[config.mk]
export PLATFORM = sky130hd
export DESIGN_NAME = multicycle_control_fsm
export DESIGN_NICKNAME = d
export VERILOG_FILES = /design/src/rtl/multicycle_control_fsm.sv
export SDC_FILE = /design/constraint.sdc
export NUM_CORES = 1
export LEC_CHECK = 0
export CAP_MARGIN = 20
export CORE_MARGIN = 4
export CORE_UTILIZATION = 42
export DETAILED_ROUTE_END_ITERATION = 7
export PLACE_DENSITY = 0.85
export SLEW_MARGIN = 30
export SYNTH_ARGS = -nofsm -noshare
export SYNTH_HDL_FRONTEND = slang
export SYNTH_SLANG_ARGS = --single-unit
[constraint.sdc]
create_clock -name CLK -period 2.35 [get_ports CLK]
set_input_delay 0.47 -clock CLK [delete_from_list [all_inputs] [get_ports CLK]]
set_output_delay 0.47 -clock CLK [all_outputs]
set_load 0.01 [all_outputs]
[src/rtl/multicycle_control_fsm.sv]
// Main controller for a multi-cycle MIPS-subset datapath.
// Sequences fetch/decode/execute, stalls on memory, counts retires, traps on illegal ops.
module multicycle_control_fsm #(
   parameter int STAT_W = 32
) (
   input  logic              CLK,
   input  logic              Reset,
   input  logic [5:0]        Opcode,
   input  logic [5:0]        Funct,
   input  logic              Zero,
   input  logic              Mem_ready,
   output logic              PCWrite,
   output logic              IorD,
   output logic              MemRead,
   output logic              MemWrite,
   output logic              IRWrite,
   output logic              RegDst,
   output logic              MemtoReg,
   output logic              RegWrite,
   output logic              ALUSrcA,
   output logic [1:0]        ALUSrcB,
   output logic [1:0]        ALUOp,
   output logic [1:0]        PCSource,
   output logic [3:0]        State,
   output logic              Illegal,
   output logic [STAT_W-1:0] Inst_count
);

   typedef enum logic [3:0] {
      FETCH  = 4'd0,
      DECODE = 4'd1,
      MEMADR = 4'd2,
      MEMRD  = 4'd3,
      MEMWB  = 4'd4,
      MEMWR  = 4'd5,
      EXEC   = 4'd6,
      ALUWB  = 4'd7,
      BRANCH = 4'd8,
      JUMP   = 4'd9,
      ADDIEX = 4'd10,
      ADDIWB = 4'd11,
      TRAP   = 4'd15
   } state_t;

   state_t state;
   state_t next;
   logic   funct_ok;
   logic   retire;
   logic   pc_wr;
   logic   mem_rd;
   logic   mem_wr;
   logic   ir_wr;
   logic   reg_wr;

   assign State = state;

   always_comb begin
      funct_ok = (Funct == 6'h20) || (Funct == 6'h22) ||
                 (Funct == 6'h24) || (Funct == 6'h25) ||
                 (Funct == 6'h2A);
   end

   always_ff @(posedge CLK) begin
      if (Reset) begin
         state      <= FETCH;
         Inst_count <= '0;
         Illegal    <= 1'b0;
      end else begin
         state <= next;
         if (retire)
            Inst_count <= Inst_count + STAT_W'(1);
         if (next == TRAP)
            Illegal <= 1'b1;
      end
   end

   always_comb begin
      next     = state;
      pc_wr    = 1'b0;
      mem_rd   = 1'b0;
      mem_wr   = 1'b0;
      ir_wr    = 1'b0;
      reg_wr   = 1'b0;
      IorD     = 1'b0;
      RegDst   = 1'b0;
      MemtoReg = 1'b0;
      ALUSrcA  = 1'b0;
      ALUSrcB  = 2'b00;
      ALUOp    = 2'b00;
      PCSource = 2'b00;
      unique case (state)
         FETCH: begin
            mem_rd  = 1'b1;
            ALUSrcB = 2'b01;
            ir_wr   = Mem_ready;
            pc_wr   = Mem_ready;
            if (Mem_ready)
               next = DECODE;
         end
         DECODE: begin
            ALUSrcB = 2'b11;
            case (Opcode)
               6'h23, 6'h2B: next = MEMADR;
               6'h00:        next = funct_ok ? EXEC : TRAP;
               6'h04:        next = BRANCH;
               6'h02:        next = JUMP;
               6'h08:        next = ADDIEX;
               default:      next = TRAP;
            endcase
         end
         MEMADR: begin
            ALUSrcA = 1'b1;
            ALUSrcB = 2'b10;
            next    = (Opcode == 6'h2B) ? MEMWR : MEMRD;
         end
         MEMRD: begin
            mem_rd = 1'b1;
            IorD   = 1'b1;
            if (Mem_ready)
               next = MEMWB;
         end
         MEMWB: begin
            reg_wr   = 1'b1;
            MemtoReg = 1'b1;
            next     = FETCH;
         end
         MEMWR: begin
            mem_wr = 1'b1;
            IorD   = 1'b1;
            if (Mem_ready)
               next = FETCH;
         end
         EXEC: begin
            ALUSrcA = 1'b1;
            ALUOp   = 2'b10;
            next    = ALUWB;
         end
         ALUWB: begin
            reg_wr = 1'b1;
            RegDst = 1'b1;
            next   = FETCH;
         end
         BRANCH: begin
            ALUSrcA  = 1'b1;
            ALUOp    = 2'b01;
            PCSource = 2'b01;
            pc_wr    = Zero;
            next     = FETCH;
         end
         JUMP: begin
            PCSource = 2'b10;
            pc_wr    = 1'b1;
            next     = FETCH;
         end
         ADDIEX: begin
            ALUSrcA = 1'b1;
            ALUSrcB = 2'b10;
            next    = ADDIWB;
         end
         ADDIWB: begin
            reg_wr = 1'b1;
            next   = FETCH;
         end
         TRAP: next = TRAP;
         default: next = FETCH;
      endcase
   end

   // An instruction retires only when it completes back into FETCH.
   always_comb begin
      retire = !Reset && (next == FETCH) &&
               ((state == MEMWB) || (state == MEMWR) ||
                (state == ALUWB) || (state == BRANCH) ||
                (state == JUMP)  || (state == ADDIWB));
   end

   assign PCWrite  = pc_wr  & ~Reset;
   assign MemRead  = mem_rd & ~Reset;
   assign MemWrite = mem_wr & ~Reset;
   assign IRWrite  = ir_wr  & ~Reset;
   assign RegWrite = reg_wr & ~Reset;

endmodule
==> qor.csv <==
stage,metric,value,unit
run_status,status,finished clean,
floorplan,core area,0.005075,mm2
global_route,first-pass GRT wire length,10.34,mm
clock_network,clock buffer depth,2,
yosys,Post-Syn Area,0.002196,mm2
routing,drt first pass iters,4,
timing,Slew Limit Fails,0,
setup_path,Setup crit start kind,input port,
timing,Worst-Margin Slew,0.4311,ns
yosys,top_reg_cell synth,dfxtp_1,
routing,drt wl/cell,14.27,um
yosys,syn avg cell area,7.651,um2
global_route,antenna violations before repair,0,
finish,"Area growth, synth to finish",46.15,%
worst_hold_path,Hold Path Class,reg2reg,
pwr,VDD IR max,0.3421,mV
routing,Post-route DRC,0,
setup_path,CP max FO,7,
yosys,list of most frequent post-synthesis cells,"dfxtp_1, a21oi_1, nor2_1",
pwr,leak pwr,0.001110,uW
global_route,Congestion Overflow GR,0,
clock_network,"Clk Latency, worst-skew pair",0.30,ns
yosys,Syn. warnings,0,
routing,vias per std cell,5.674,
setup_path,FF-to-FF setup slack,0.13,ns
timing,RSZ-0062 raised after global routing,no,
routing,Total Wirelength,6.306,mm
setup_path,Setup CP Type,in2out,
timing,f_max,434.5,MHz
finish,Final #Nets,390,
finish,Fillers,473,
floorplan,die area,0.006449,mm2
yosys,top cell type's share of synthesized area,0.3373,
floorplan,io pins,68,
floorplan,Die X-Extent,80.31,um
routing,via count,2508,
floorplan,std cell rows,26,
placed_design,routability cong.,0.8488,
finish,proportion of layout cells with a drive suffix above 1,0.1371,
global_route,vias in the first global route,2270,
timing,Final setup viols,0,
routing,Initial DRC Count,161,
timing,minimum clock period,2.302,ns
timing,Worst Skew,0.009619,ns
yosys,library cells used by synthesis,45,
timing,final worst slack,0.04845,ns
clock_network,Num CTS Buffers,5,
clock_network,CTS H-tree lvls,2,
setup_path,reg2reg end,Inst_count[12],
setup_path,crit path capture,MemWrite,
yosys,Mapped Nets,304,
setup_path,required time of the critical path,1.88,ns
clock_network,root buf cell,clkbuf_8,
placed_design,# port buffers,67,
clock_network,CTS tree,done,
timing,final worst-path cycle share,0.9794,
yosys,"Seq/Total Area, Yosys",0.3373,
placed_design,DP Wirelength,4.636,mm
routing,ANT nets after route,0,
timing,final hold viol count,0,
setup_path,worst r2r src,Inst_count[6],
timing,Fin Setup TNS,0,ns
global_route,largest net degree at the start of global routing,26,
timing,worst relative slew slack,0.7100,
yosys,ys async rst share,0,
setup_path,CP Capture Type,primary output,
clock_network,"Reg clk slew, reported paths",0.06,ns
floorplan,initial core utilization,0.4327,
pwr,PnR Total Power,2158,uW
placed_design,Post-Place Setup Slack,-0.2950,ns
setup_path,FF-to-FF path depth,6,
job,max_cap viols,0,
pwr,P per Cell Area,672.4,mW/mm2
yosys,Synth Instances,287,
setup_path,CP startpoint,Reset,
yosys,most frequent cell after synthesis,dfxtp_1,
floorplan,Die H,80.31,um
yosys,top cell type by total area after synthesis,dfxtp_1,
yosys,Yosys reg bits,37,
global_route,All-Layer GR Usage,0.1979,
yosys,"EDFF count, synth",0,
finish,number of inserted diodes,0,
clock_network,hold_buf cts,0,
yosys,top post-synthesis cells by area,"dfxtp_1, a21oi_1, or3_1",
timing,minimum hold slack,0.4941,ns
clock_network,clk sink count,37,
setup_path,"Arr. time, crit path",1.83,ns
per-stage QoR:
stage,cell area [um2],utilization,cells
final,3209,0.6324,442
after global placement,3100,0.6109,434
after floorplan,2196,-,287
after global routing,3209,0.6324,442
after detailed placement,3100,0.6109,434
after CTS,3174,0.6255,440
how the worst min path moves through the flow:
stage                               from             end  slack, ns  depth (start not counted)
after floorplan           Inst_count[31]  Inst_count[31]       0.50                          2
after global placement           Illegal         Illegal       0.47                          1
after detailed placement         Illegal         Illegal       0.47                          1
after CTS                        Illegal         Illegal       0.50                          1
after global routing             Illegal         Illegal       0.52                          1
final                            Illegal         Illegal       0.49                          1
cell usage in the layout (no fill, tap or decap), types with 8 or more instances in the layout:
master,Yosys,routed
clkdlybuf4s50_1,0,62
dfxtp_1,37,34
buf_4,1,32
a21oi_1,29,29
nor2_1,23,23
nand2_1,20,20
or3_1,16,16
nand3_1,15,15
o21ai_0,14,14
xnor2_1,11,11
o31ai_1,11,11
inv_1,9,9
nor3_1,10,8
nand4_1,8,8
or4_1,8,8
registers in the layout, summed over array words and instances (netlist names):
register / count
State: 4
Inst_count: 32
Illegal: 1
critical path, cell delays in order:
cell             delay (ns)
clkdlybuf4s50_1        0.44
buf_4                  0.18
nor3_1                 0.18
clkdlybuf4s50_1        0.56
area by class of cell:
cell class,count,area (um2),area share
repair buffers,100,928.4,0.2893
multi-input cells,220,1341,0.4179
clock buffers,5,68.82,0.02144
well taps,70,87.58,0.02729
inverters,9,33.78,0.01053
clock inverters,1,5.005,0.001559
flip-flops and latches,37,744.5,0.2320
logic make-up (layout without fill, tap and decap cells):
logic type      count (synthesis)  after routing  share of synthesized area
compound gates                 69             69                     0.1897
xor+xnor                       14             14                    0.05584
fa+ha+maj                       1              1                   0.005697
buf+inv                        30            115                    0.06040
flops                          37             37                     0.3373
mux                             1              1                   0.004559
simple gates                  135            135                     0.3464
where the power goes:
part | switching [uW] | internal [uW]
clock network | 214 | 195
registers | 45.5 | 665
logic | 534 | 504
metal layers:
layer / part of all wire / global-route usage
met2: 0.51 / 0.3469
met5: 0 / 0
met3: 0.065 / 0.05717
met4: 0.015 / 0.05574
met1: 0.41 / 0.2332
what timing repair did:
item / 4_1_cts / 5_1_grt
pin swaps: 0 / 3
gates resized for setup: 5 / 7
endpoints found under the setup margin: 5 / 14
setup buffers: 0 / 2
No activity file was read; power rests on OpenSTA's default activity.
